==> src/rtl/ctrl_decode_stage_pkg.sv <==
// Shared constants and types for the RV32 decode stage.
//   - ALU operation codes (5-bit, M-extension ops live at 16..23)
//   - mcause codes for synchronous exceptions
//   - out_ctrl bundle layout (struct + bit offsets) and CTRL_W
//   - canonical NOP instruction word
package ctrl_decode_stage_pkg;

  localparam int CTRL_W = 32;
  localparam logic [31:0] NOP_INSTR = 32'h00000013;

  localparam logic [31:0] INSTR_ECALL  = 32'h00000073;
  localparam logic [31:0] INSTR_EBREAK = 32'h00100073;
  localparam logic [31:0] INSTR_MRET   = 32'h30200073;

  localparam logic [3:0] CAUSE_ILLEGAL = 4'd2;
  localparam logic [3:0] CAUSE_BREAK   = 4'd3;
  localparam logic [3:0] CAUSE_ECALL   = 4'd11;

  localparam logic [6:0] OPC_LUI    = 7'b0110111;
  localparam logic [6:0] OPC_AUIPC  = 7'b0010111;
  localparam logic [6:0] OPC_JAL    = 7'b1101111;
  localparam logic [6:0] OPC_JALR   = 7'b1100111;
  localparam logic [6:0] OPC_BRANCH = 7'b1100011;
  localparam logic [6:0] OPC_LOAD   = 7'b0000011;
  localparam logic [6:0] OPC_STORE  = 7'b0100011;
  localparam logic [6:0] OPC_OP_IMM = 7'b0010011;
  localparam logic [6:0] OPC_OP     = 7'b0110011;
  localparam logic [6:0] OPC_FENCE  = 7'b0001111;
  localparam logic [6:0] OPC_SYSTEM = 7'b1110011;

  localparam logic [4:0] ALU_ADD    = 5'd0;
  localparam logic [4:0] ALU_SUB    = 5'd1;
  localparam logic [4:0] ALU_SLL    = 5'd2;
  localparam logic [4:0] ALU_SLT    = 5'd3;
  localparam logic [4:0] ALU_SLTU   = 5'd4;
  localparam logic [4:0] ALU_XOR    = 5'd5;
  localparam logic [4:0] ALU_SRL    = 5'd6;
  localparam logic [4:0] ALU_SRA    = 5'd7;
  localparam logic [4:0] ALU_OR     = 5'd8;
  localparam logic [4:0] ALU_AND    = 5'd9;
  localparam logic [4:0] ALU_MUL    = 5'd16;
  localparam logic [4:0] ALU_MULH   = 5'd17;
  localparam logic [4:0] ALU_MULHSU = 5'd18;
  localparam logic [4:0] ALU_MULHU  = 5'd19;
  localparam logic [4:0] ALU_DIV    = 5'd20;
  localparam logic [4:0] ALU_DIVU   = 5'd21;
  localparam logic [4:0] ALU_REM    = 5'd22;
  localparam logic [4:0] ALU_REMU   = 5'd23;

  localparam logic [2:0] SEXT_I = 3'd0;
  localparam logic [2:0] SEXT_S = 3'd1;
  localparam logic [2:0] SEXT_B = 3'd2;
  localparam logic [2:0] SEXT_U = 3'd3;
  localparam logic [2:0] SEXT_J = 3'd4;

  // PC4 must stay 0 so an all-zero bundle is a NOP
  localparam logic [1:0] NPC_PC4  = 2'd0;
  localparam logic [1:0] NPC_BR   = 2'd1;
  localparam logic [1:0] NPC_JAL  = 2'd2;
  localparam logic [1:0] NPC_JALR = 2'd3;

  localparam logic [2:0] WSEL_ALU = 3'd0;
  localparam logic [2:0] WSEL_MEM = 3'd1;
  localparam logic [2:0] WSEL_PC4 = 3'd2;
  localparam logic [2:0] WSEL_IMM = 3'd3;
  localparam logic [2:0] WSEL_CSR = 3'd4;

  localparam int CTRL_MDU_EN        = 0;
  localparam int CTRL_CSR_WDATA_SEL = 1;
  localparam int CTRL_CSR_WDATA_OP  = 2;
  localparam int CTRL_IS_LOAD       = 4;
  localparam int CTRL_RF_WSEL       = 5;
  localparam int CTRL_RF_WE         = 8;
  localparam int CTRL_RD2_EN        = 9;
  localparam int CTRL_RD1_EN        = 10;
  localparam int CTRL_ALU_B_SEL     = 11;
  localparam int CTRL_ALU_A_SEL     = 12;
  localparam int CTRL_ALU_F_OP      = 13;
  localparam int CTRL_ALU_OP        = 16;
  localparam int CTRL_MEM_EXT_OP    = 21;
  localparam int CTRL_RAM_W_OP      = 24;
  localparam int CTRL_RAM_WE        = 26;
  localparam int CTRL_NPC_OP        = 27;
  localparam int CTRL_SEXT_OP       = 29;

  // Field order (MSB first) matches the CTRL_* offsets above.
  typedef struct packed {
    logic [2:0] sext_op;
    logic [1:0] npc_op;
    logic       ram_we;
    logic [1:0] ram_w_op;
    logic [2:0] mem_ext_op;
    logic [4:0] alu_op;
    logic [2:0] alu_f_op;
    logic       alu_a_sel;
    logic       alu_b_sel;
    logic       rd1_en;
    logic       rd2_en;
    logic       rf_we;
    logic [2:0] rf_wsel;
    logic       is_load;
    logic [1:0] csr_wdata_op;
    logic       csr_wdata_sel;
    logic       mdu_en;
  } ctrl_t;

  // Integer ALU op from funct3; alt selects SUB/SRA (funct7 = 0100000).
  function automatic logic [4:0] alu_from_f3(input logic [2:0] f3, input logic alt);
    case (f3)
      3'b000:  return alt ? ALU_SUB : ALU_ADD;
      3'b001:  return ALU_SLL;
      3'b010:  return ALU_SLT;
      3'b011:  return ALU_SLTU;
      3'b100:  return ALU_XOR;
      3'b101:  return alt ? ALU_SRA : ALU_SRL;
      3'b110:  return ALU_OR;
      default: return ALU_AND;
    endcase
  endfunction

endpackage

==> src/rtl/ctrl_decode_core.sv <==
// Combinational RV32 instruction decoder.
//   instr      in   32      instruction word
//   ctrl       out  CTRL_W  packed control bundle (ctrl_t layout)
//   exc        out  1       synchronous exception
//   exc_cause  out  4       mcause code when exc=1
//   mret       out  1       instruction is mret
module ctrl_decode_core
  import ctrl_decode_stage_pkg::*;
#(
  parameter bit ENABLE_M      = 1'b1,
  parameter bit ENABLE_SYS    = 1'b1,
  parameter bit STRICT_DECODE = 1'b1
) (
  input  logic [31:0]       instr,
  output logic [CTRL_W-1:0] ctrl,
  output logic              exc,
  output logic [3:0]        exc_cause,
  output logic              mret
);

  logic [6:0] opcode;
  logic [2:0] f3;
  logic [6:0] f7;
  ctrl_t      c;
  logic       illegal;
  logic       is_ecall;
  logic       is_ebreak;
  logic       is_mret;
  logic       alt;
  logic       canon;

  assign opcode = instr[6:0];
  assign f3     = instr[14:12];
  assign f7     = instr[31:25];

  always_comb begin
    c         = '0;
    illegal   = 1'b0;
    is_ecall  = 1'b0;
    is_ebreak = 1'b0;
    is_mret   = 1'b0;
    alt       = 1'b0;
    canon     = 1'b1;
    case (opcode)
      OPC_LUI: begin
        c.sext_op = SEXT_U;
        c.rf_we   = 1'b1;
        c.rf_wsel = WSEL_IMM;
      end
      OPC_AUIPC: begin
        c.sext_op   = SEXT_U;
        c.alu_a_sel = 1'b1;
        c.alu_b_sel = 1'b1;
        c.alu_op    = ALU_ADD;
        c.rf_we     = 1'b1;
      end
      OPC_JAL: begin
        c.sext_op = SEXT_J;
        c.npc_op  = NPC_JAL;
        c.rf_we   = 1'b1;
        c.rf_wsel = WSEL_PC4;
      end
      OPC_JALR: begin
        illegal   = (f3 != 3'b000);
        c.sext_op = SEXT_I;
        c.npc_op  = NPC_JALR;
        c.rd1_en  = 1'b1;
        c.rf_we   = 1'b1;
        c.rf_wsel = WSEL_PC4;
      end
      OPC_BRANCH: begin
        illegal    = (f3[2:1] == 2'b01);
        c.sext_op  = SEXT_B;
        c.npc_op   = NPC_BR;
        c.rd1_en   = 1'b1;
        c.rd2_en   = 1'b1;
        c.alu_op   = ALU_SUB;
        c.alu_f_op = f3;
      end
      OPC_LOAD: begin
        // legal widths: LB LH LW LBU LHU
        illegal      = (f3 == 3'b011) || (f3[2:1] == 2'b11);
        c.sext_op    = SEXT_I;
        c.rd1_en     = 1'b1;
        c.alu_b_sel  = 1'b1;
        c.rf_we      = 1'b1;
        c.rf_wsel    = WSEL_MEM;
        c.is_load    = 1'b1;
        c.mem_ext_op = f3;
      end
      OPC_STORE: begin
        illegal     = f3[2] || (f3[1:0] == 2'b11);
        c.sext_op   = SEXT_S;
        c.rd1_en    = 1'b1;
        c.rd2_en    = 1'b1;
        c.alu_b_sel = 1'b1;
        c.ram_we    = 1'b1;
        c.ram_w_op  = f3[1:0];
      end
      OPC_OP_IMM: begin
        // only the shift forms carry a funct7; others treat [31:25] as immediate
        alt = (f3 == 3'b101) && (f7 == 7'b0100000);
        if (f3 == 3'b001)      canon = (f7 == 7'b0000000);
        else if (f3 == 3'b101) canon = (f7 == 7'b0000000) || alt;
        illegal     = STRICT_DECODE && !canon;
        c.sext_op   = SEXT_I;
        c.rd1_en    = 1'b1;
        c.alu_b_sel = 1'b1;
        c.rf_we     = 1'b1;
        c.alu_op    = alu_from_f3(f3, alt);
      end
      OPC_OP: begin
        c.rd1_en = 1'b1;
        c.rd2_en = 1'b1;
        c.rf_we  = 1'b1;
        if (f7 == 7'b0000001) begin
          illegal  = !ENABLE_M;
          c.mdu_en = 1'b1;
          c.alu_op = {2'b10, f3};
        end else begin
          alt      = (f7 == 7'b0100000) && ((f3 == 3'b000) || (f3 == 3'b101));
          canon    = (f7 == 7'b0000000) || alt;
          illegal  = STRICT_DECODE && !canon;
          c.alu_op = alu_from_f3(f3, alt);
        end
      end
      OPC_FENCE: begin
        illegal = (f3[2:1] != 2'b00);
      end
      OPC_SYSTEM: begin
        if (!ENABLE_SYS) begin
          illegal = 1'b1;
        end else if (f3 == 3'b000) begin
          is_ecall  = (instr == INSTR_ECALL);
          is_ebreak = (instr == INSTR_EBREAK);
          is_mret   = (instr == INSTR_MRET);
          illegal   = !(is_ecall || is_ebreak || is_mret);
        end else if (f3 == 3'b100) begin
          illegal = 1'b1;
        end else begin
          // f3[2] selects the zimm forms, which do not read rs1
          c.rf_we         = 1'b1;
          c.rf_wsel       = WSEL_CSR;
          c.rd1_en        = !f3[2];
          c.csr_wdata_op  = f3[1:0];
          c.csr_wdata_sel = f3[2];
        end
      end
      default: illegal = 1'b1;
    endcase

    if (instr[1:0] != 2'b11) illegal = 1'b1;

    exc       = 1'b0;
    exc_cause = 4'd0;
    mret      = 1'b0;
    if (illegal) begin
      c         = '0;
      exc       = 1'b1;
      exc_cause = CAUSE_ILLEGAL;
    end else if (is_ecall) begin
      exc       = 1'b1;
      exc_cause = CAUSE_ECALL;
    end else if (is_ebreak) begin
      exc       = 1'b1;
      exc_cause = CAUSE_BREAK;
    end else if (is_mret) begin
      mret = 1'b1;
    end

    if (exc || mret) begin
      c.rf_we  = 1'b0;
      c.ram_we = 1'b0;
      c.mdu_en = 1'b0;
      c.npc_op = NPC_PC4;
    end
    ctrl = c;
  end

endmodule

==> src/rtl/ctrl_decode_stage.sv <==
// Registered decode stage with a 2-entry skid buffer (main + skid).
//   clk, rst_n                  clock, async active-low reset
//   in_valid/in_ready           IF/ID handshake (in_ready is a flop output)
//   in_instr, in_pc             incoming beat
//   flush                       drop every held beat and the beat on the input
//   out_valid/out_ready         EX handshake
//   out_instr, out_pc           passed-through beat
//   out_ctrl                    decoded control bundle
//   out_exc, out_exc_cause      synchronous exception and mcause code
//   out_mret                    beat is mret
module ctrl_decode_stage
  import ctrl_decode_stage_pkg::*;
#(
  parameter int XLEN          = 32,
  parameter bit ENABLE_M      = 1'b1,
  parameter bit ENABLE_SYS    = 1'b1,
  parameter bit STRICT_DECODE = 1'b1
) (
  input  logic              clk,
  input  logic              rst_n,
  input  logic              in_valid,
  output logic              in_ready,
  input  logic [31:0]       in_instr,
  input  logic [XLEN-1:0]   in_pc,
  input  logic              flush,
  output logic              out_valid,
  input  logic              out_ready,
  output logic [31:0]       out_instr,
  output logic [XLEN-1:0]   out_pc,
  output logic [CTRL_W-1:0] out_ctrl,
  output logic              out_exc,
  output logic [3:0]        out_exc_cause,
  output logic              out_mret
);

  localparam int BEAT_W = 32 + XLEN + CTRL_W + 1 + 4 + 1;
  localparam logic [BEAT_W-1:0] BEAT_RST = {NOP_INSTR, {(BEAT_W-32){1'b0}}};

  logic [CTRL_W-1:0] dec_ctrl;
  logic              dec_exc;
  logic [3:0]        dec_cause;
  logic              dec_mret;
  logic [BEAT_W-1:0] beat_d;
  logic [BEAT_W-1:0] main_q;
  logic [BEAT_W-1:0] skid_q;
  logic              main_valid;
  logic              skid_valid;
  logic              accept;

  ctrl_decode_core #(
    .ENABLE_M      (ENABLE_M),
    .ENABLE_SYS    (ENABLE_SYS),
    .STRICT_DECODE (STRICT_DECODE)
  ) u_core (
    .instr     (in_instr),
    .ctrl      (dec_ctrl),
    .exc       (dec_exc),
    .exc_cause (dec_cause),
    .mret      (dec_mret)
  );

  assign beat_d   = {in_instr, in_pc, dec_ctrl, dec_exc, dec_cause, dec_mret};
  assign in_ready = ~skid_valid;
  assign accept   = in_valid & in_ready & ~flush;

  // skid is only ever filled while main is full, so skid_valid implies
  // main_valid and in_ready=0 blocks an accept during the skid->main move
  always_ff @(posedge clk or negedge rst_n) begin
    if (!rst_n) begin
      main_valid <= 1'b0;
      skid_valid <= 1'b0;
      main_q     <= BEAT_RST;
      skid_q     <= BEAT_RST;
    end else if (flush) begin
      main_valid <= 1'b0;
      skid_valid <= 1'b0;
    end else if (skid_valid) begin
      if (out_ready) begin
        main_q     <= skid_q;
        skid_valid <= 1'b0;
      end
    end else if (!main_valid || out_ready) begin
      main_valid <= accept;
      if (accept) main_q <= beat_d;
    end else if (accept) begin
      skid_valid <= 1'b1;
      skid_q     <= beat_d;
    end
  end

  assign out_valid = main_valid;
  assign {out_instr, out_pc, out_ctrl, out_exc, out_exc_cause, out_mret} = main_q;

endmodule

==> config.mk <==
export PLATFORM = sky130hd
export DESIGN_NAME = ctrl_decode_stage
export DESIGN_NICKNAME = d
export VERILOG_FILES = /design/src/rtl/ctrl_decode_stage_pkg.sv /design/src/rtl/ctrl_decode_core.sv /design/src/rtl/ctrl_decode_stage.sv
export SDC_FILE = /design/constraint.sdc
export NUM_CORES = 1
export LEC_CHECK = 0
export BUFFER_PORTS_ARGS = -buffer_cell sky130_fd_sc_hd__buf_2
export CORE_MARGIN = 2
export CORE_UTILIZATION = 57
export DETAILED_ROUTE_END_ITERATION = 8
export PLACE_DENSITY_LB_ADDON = 0.2
export REMOVE_ABC_BUFFERS = 1
export SLEW_MARGIN = 20
export SYNTH_ARGS = -nofsm -noshare
export SYNTH_HDL_FRONTEND = slang
export SYNTH_HIERARCHICAL = 1
export SYNTH_SLANG_ARGS = --single-unit
==> constraint.sdc <==
create_clock -name clk -period 2.1 [get_ports clk]
set_input_delay 0.315 -clock clk [delete_from_list [all_inputs] [get_ports clk]]
set_output_delay 0.315 -clock clk [all_outputs]
set_load 0.005 [all_outputs]
After elaboration in Yosys (flattened, before gate mapping)
Index checks and enable logic that the tools add are counted.
{"block": "word_totals", "regBits": 206, "output_inout_bits": 104}
{"block": "op_classes", "n_eq_ne": 28, "n_reduce_logical": 33, "n_bitwise": 5, "mux": 69}
{"operator": "two-way mux 102 bit", "n": 4}
{"operator": "one-hot mux 5 bit (7 select lines)", "n": 2}
{"operator": "two-way mux 1 bit", "n": 42}
{"operator": "equality test 32 x 21 -> 1 bit (second input constant)", "n": 1}
{"operator": "equality test 32 x 30 -> 1 bit (second input constant)", "n": 1}
{"operator": "equality test 32 x 7 -> 1 bit (second input constant)", "n": 1}
{"operator": "two-way mux 32 bit", "n": 1}
{"operator": "equality test 7 x 6 -> 1 bit (second input constant)", "n": 4}
{"operator": "equality test 7 bit (second input constant)", "n": 4}
{"operator": "one-hot mux 3 bit (4 select lines)", "n": 2}
{"operator": "two-way mux 3 bit", "n": 7}
{"operator": "two-way mux 4 bit", "n": 4}
{"operator": "one-hot mux 5 bit (3 select lines)", "n": 1}
{"operator": "equality test 7 x 5 -> 1 bit (second input constant)", "n": 2}
{"operator": "equality test 3 bit (second input constant)", "n": 3}
{"operator": "logical OR 1 bit", "n": 9}
{"operator": "one-hot mux 1 bit (9 select lines)", "n": 1}
{"operator": "AND reduction 4 bit", "n": 2}
{"operator": "nonzero test 2 bit", "n": 4}
{"operator": "equality test 7 x 1 -> 1 bit (second input constant)", "n": 1}
{"operator": "equality test 7 x 2 -> 1 bit (second input constant)", "n": 1}
{"operator": "equality test 7 x 4 -> 1 bit (second input constant)", "n": 1}
{"operator": "logical NOT 7 bit", "n": 1}
{"operator": "OR reduction 7 bit", "n": 1}
{"operator": "other kinds (20)", "n": 35}

Depth between registers and ports, before layout
{"block": "logic_depth", "word_depth": 15, "ltp_mapped": 11}

By module
Netlist, hierarchy kept.
{"module": "ctrl_decode_stage", "cells_each": 558, "seq_area_each_um2": 5162.5, "area_each_um2": 9170.0, "n_inst": 1}
{"module": "ctrl_decode_core", "cells_each": 162, "seq_area_each_um2": 0.0, "area_each_um2": 928.4, "n_inst": 1}

Least setup slack after synthesis
No wires, ideal clock.
{"block": "synth_path", "path_type": "input-to-reg", "startpoint": "input in_instr[2]", "endpoint": "register main_q[2]", "required_time_ns": 1.975, "slack_ns": -0.248, "setup_time_ns": 0.125, "n_path_buf": 3, "arrival_ns": 2.223, "cell_stages": 10, "cell_sequence": "buf_2 > nand4bb_1 > clkbuf_1 > nor2_1 > o311a_1 > a31o_1 > buf_6 > or3b_1 > mux2_2 > mux2_2"}
{"block": "synth_between", "elab_chain_len": 11, "elab_cells_between_ends": 31, "cone_classes": "eq/ne (14); mux (13); reduce/logical (4)"}
{"element": "from (decl)", "line": "ctrl_decode_stage.sv:23", "text": "input logic [31:0] in_instr,"}
{"element": "equality test 32 x 7 -> 1 bit / equality test 32 x 21 -> 1 bit (equally long branches)", "line": "ctrl_decode_core.sv:134, ctrl_decode_core.sv:135"}
{"element": "logical OR 1 bit (2 in series)", "line": "ctrl_decode_core.sv:137", "text": "illegal = !(is_ecall || is_ebreak || is_mret);"}
{"element": "logical NOT 1 bit", "line": "ctrl_decode_core.sv:137"}
{"element": "two-way mux 1 bit", "line": "ctrl_decode_core.sv:133", "text": "end else if (f3 == 3'b000) begin"}
{"element": "one-hot mux 1 bit (9 select lines)", "line": "ctrl_decode_core.sv:44", "text": "case (opcode)"}
{"element": "two-way mux 1 bit", "line": "ctrl_decode_core.sv:152", "text": "if (instr[1:0] != 2'b11) illegal = 1'b1;"}
{"element": "two-way mux 4 bit *", "line": "ctrl_decode_core.sv:157", "text": "if (illegal) begin"}
{"element": "named net dec_cause[1]", "line": "ctrl_decode_stage.sv:41", "text": "logic [3:0] dec_cause;"}
{"element": "two-way mux 102 bit *", "line": "ctrl_decode_stage.sv:84", "text": "if (accept) main_q <= beat_d;"}
{"element": "two-way mux 102 bit *", "line": "ctrl_decode_stage.sv:82", "text": "end else if (!main_valid || out_ready) begin"}
{"element": "two-way mux 102 bit *", "line": "ctrl_decode_stage.sv:77", "text": "end else if (skid_valid) begin"}
{"element": "to (signal assigned)", "line": "ctrl_decode_stage.sv:79", "text": "main_q <= skid_q;"}
{"element": "to (signal assigned)", "line": "ctrl_decode_stage.sv:84"}
{"element": "to (decl)", "line": "ctrl_decode_stage.sv:44", "text": "logic [BEAT_W-1:0] main_q;"}
Mark *: on every way through the listed nets, which the timed path passes. The rest lies on a longest branch. The select of a mux whose other input is x is not followed.
A chain may end at the register's enable or synchronous reset.

Final worst setup path
{"block": "layout_path", "startpoint": "input in_instr[14]", "endpoint": "register main_q[5]"}
{"block": "layout_between", "elab_chain_len": 13, "elab_cells_between_ends": 42, "cone_classes": "eq/ne (9); mux (18); reduce/logical (15)"}
{"element": "equality test 3 bit", "line": "ctrl_decode_core.sv:102, ctrl_decode_core.sv:104, ctrl_decode_core.sv:121"}
{"element": "logical AND 1 bit", "line": "ctrl_decode_core.sv:102", "text": "alt = (f3 == 3'b101) && (f7 == 7'b0100000);"}
{"element": "logical OR 1 bit", "line": "ctrl_decode_core.sv:104", "text": "else if (f3 == 3'b101) canon = (f7 == 7'b0000000) || alt;"}
{"element": "two-way mux 1 bit", "line": "ctrl_decode_core.sv:104"}
{"element": "two-way mux 1 bit", "line": "ctrl_decode_core.sv:103", "text": "if (f3 == 3'b001) canon = (f7 == 7'b0000000);"}
{"element": "two-way mux 1 bit", "line": "ctrl_decode_core.sv:44"}
{"element": "logical NOT 1 bit", "line": "ctrl_decode_core.sv:105", "text": "illegal = STRICT_DECODE && !canon;"}
{"element": "one-hot mux 1 bit (9 select lines)", "line": "ctrl_decode_core.sv:44"}
{"element": "two-way mux 1 bit", "line": "ctrl_decode_core.sv:152"}
{"element": "two-way mux 1 bit *", "line": "ctrl_decode_core.sv:157"}
{"element": "named net dec_exc", "line": "ctrl_decode_stage.sv:40", "text": "logic dec_exc;"}
{"element": "two-way mux 102 bit *", "line": "ctrl_decode_stage.sv:84"}
{"element": "two-way mux 102 bit *", "line": "ctrl_decode_stage.sv:82"}
{"element": "two-way mux 102 bit *", "line": "ctrl_decode_stage.sv:77"}
Marked as above.

==> metrics.txt <==
status=finished clean; Crit. End Element=flip-flop; Setup TNS=0 ns; met2 GRT Util=a little over two fifths; FP Rows=48; drt pass-1 iters=5; vias per cell=approximately 5.7; final hold vios=0; gpl congestion=just over 0.9; most frequent cells after synthesis=237 x mux2_2, 200 x dfrtp_1, 69 x mux2_4; ys flop type=dfrtp_1; WS Path Type=input pin to flip-flop; global-route wire length before repair=around 36000 um; initial antenna violation count=0; Die Height=approximately 140 um; slowest CP cell=or3b_4; Yosys Warn Count=6; antenna fix cells=0; Power Dens Cells=between 800 and 900 mW/mm^2; Inserted Clock Buffers=23; dominant cell type by area after synthesis=dfrtp_1; DRC violations left=0; post-route cell area=between 0.01 and 0.015 mm^2; sequential share of power=between 40% and 50%; Area Growth Syn to Fin=24.4%; maximum fanout along the worst path=10; placed cell areas=between 0.01 and 0.015 mm^2; # nets final=between 1000 and 1500; Starting Density=roughly 58%; drt wl/cell=around 19 um; Syn Std Cell Area=slightly above 0.01 mm^2; post-synthesis sequential area ratio=a little over 50%; Pleak=approximately 6 nW; gr usage total=between 20% and 30%; Synth cell types=53; clk slew on worst S/H paths=0.06 ns; Tcrit/Tclk final=roughly 99%; I/O Buffers=~170; TritonCTS clock tree=yes; Clk Latency, worst-skew pair=0.50 ns; register bit total from synthesis=just over 200; Slowest Stage Delay on Critical Path=~0.38 ns; Routed Antenna Nets=0; slew margin rel.=around 58%; Peak Freq=roughly 480 MHz; Post-synth EDFFs=0; Sw Share=about a quarter; DR vias=around 6800; placed wire-length estimate=around 15000 um; GR Overflow Total=0; Worst EP arrival=2.46 ns; FFs w/ async S/R, synth=100%; Hold WS=0.0502 ns; largest net degree at the start of global routing=between 100 and 150; Crit path buffers/inverters=3; met3 usage=3.26%; NetSw=roughly 0.0025 W; io pins=173; Max-Cap Viols=0; fin util=72.6%; number of global-route vias before repair=around 7200; Initial DRC Count=348; skew final=0.0120 ns; GR Util met1=about a third; family with the most delay on the worst path=multiplexers; CP required=between 2 and 2.5 ns; worst-case clock buffer depth=3; final wirelength=between 20000 and 25000 um; Die ar.=between 0.015 and 0.02 mm^2; Max Slew Vio Count=0; critical path cell sequence=buf_2 -> buf_4 -> buf_4 -> xor2_1 -> o21ai_0 -> nand3_1 -> a31o_4 -> or3b_4 -> mux2_2 -> mux2_2; share of cells above drive strength 1=between 60% and 70%; Synth top area share=49.6%; Synth Instances=720; root cell of the clock tree=clkbuf_16; endpoints failing setup=0; Worst IR Drop VDD=0.000835 V; CP Launch Type=input pin; most frequent cell after synthesis=mux2_2; Core Footprint=~0.017 mm^2; post-route minimum period=about 2.1 ns; Pint=roughly 0.0080 W; Sink Count=between 200 and 250; H-tree level count=1; chip width=137 um; synth top area cells=dfrtp_1 50%, mux2_2 26%, mux2_4 10%; gr busiest metal=met2; hold path depth=2; r2r worst-path depth=4; Least-Margin Pin Slew=0.634 ns; mean area per synthesized cell=14.0 um^2; combinational share of power=~16%; clock share of power=37.7%; min-delay worst type=input pin to flip-flop; Worst path depth=10
-- worst paths after layout --
check                      slack [ns]         end         start
max                              0.01   main_q[5]  in_instr[14]
min in group asynchronous        0.41  skid_q[49]         rst_n
min                              0.05  skid_valid         flush
max reg2reg                      0.09  skid_q[88]    skid_valid
max in group asynchronous        1.03  skid_q[83]         rst_n
min reg2reg                      0.50  main_q[93]    main_q[93]
-- layout make-up --
class | count | area (um^2)
clock buffer | 30 | 642
clock inverter | 10 | 114
fill | 1181 | 4730
inverter | 5 | 18.8
multi-input combinational | 457 | 4660
sequential | 206 | 5170
tap | 225 | 282
timing repair buffer | 261 | 1680
-- flip-flops by register name, indices dropped and copies added (netlist names) --
signal / cells
skid_valid: 1
main_q: 102
skid_q: 102
out_valid: 1
-- placed cells by master, fill, tap and decap left out, types with 3 or more instances in the layout --
master,Yosys,layout
nor4_1,10,7
nor2b_1,5,5
clkinv_2,0,3
clkbuf_1,18,3
nand2b_1,4,4
buf_12,0,11
clkbuf_16,0,23
nor3_1,25,24
a21oi_1,5,5
nor2_1,11,11
buf_2,14,171
clkbuf_8,0,5
nor3b_1,3,3
mux2_2,237,237
buf_4,9,77
dfstp_2,6,6
inv_1,5,5
nand2_1,20,20
o21ai_0,14,14
dfrtp_1,200,199
clkinvlp_4,0,4
mux2_4,69,69
nand3_1,12,12
-- power by group through the flow --
stage / Sequential [W] / Clock (W) / Combinational (W)
final: 0.00487 / 0.00397 / 0.00168
after global routing: 0.00493 / 0.00423 / 0.00183
after CTS: 0.00487 / 0.00405 / 0.00170
after detailed placement: 0.00493 / 0 / 0.00168
after global placement: 0.00487 / 0 / 0.00162
after floorplan: 0.00488 / 0 / 0.000939
-- stage by stage --
stage,cells,setup slack (ns),power [W]
finish,1194,0.0142,0.0105
global route,1194,-0.0895,0.0110
CTS,1193,0.0178,0.0106
detailed placement,1153,-0.684,0.00661
global placement,1153,-0.623,0.00649
floorplan,668,-5.39,0.00582
-- cells by family (layout without fill, tap and decap cells) --
| logic type | Yosys count | in the layout | share of synthesized area (%) |
|---|---|---|---|
| xor gates and xnor gates | 1 | 1 | 0.0867 |
| DFF | 206 | 206 | 51.1 |
| AOI/OAI and AO/OA | 34 | 34 | 2.22 |
| and+or+nand+nor | 115 | 115 | 6.48 |
| muxes | 306 | 306 | 36.7 |
| buffers and inverters | 57 | 306 | 3.37 |
| other | 1 | 1 | 0.0371 |
-- layer usage --
metal,part of all wire [%],wire [um]
met5,0,0
met3,5.5,1220
met1,43,9480
met4,2.0,445
met2,50,11100
-- repair_timing --
item	in CTS	in global routing
hold buffers	1	0
resized for setup	3	6
pin swaps	1	3
setup endpoints to repair	3	18
setup buffers	0	1
hold endpoints to repair	60	0
Note: power is estimated with default switching activity, not from simulation.
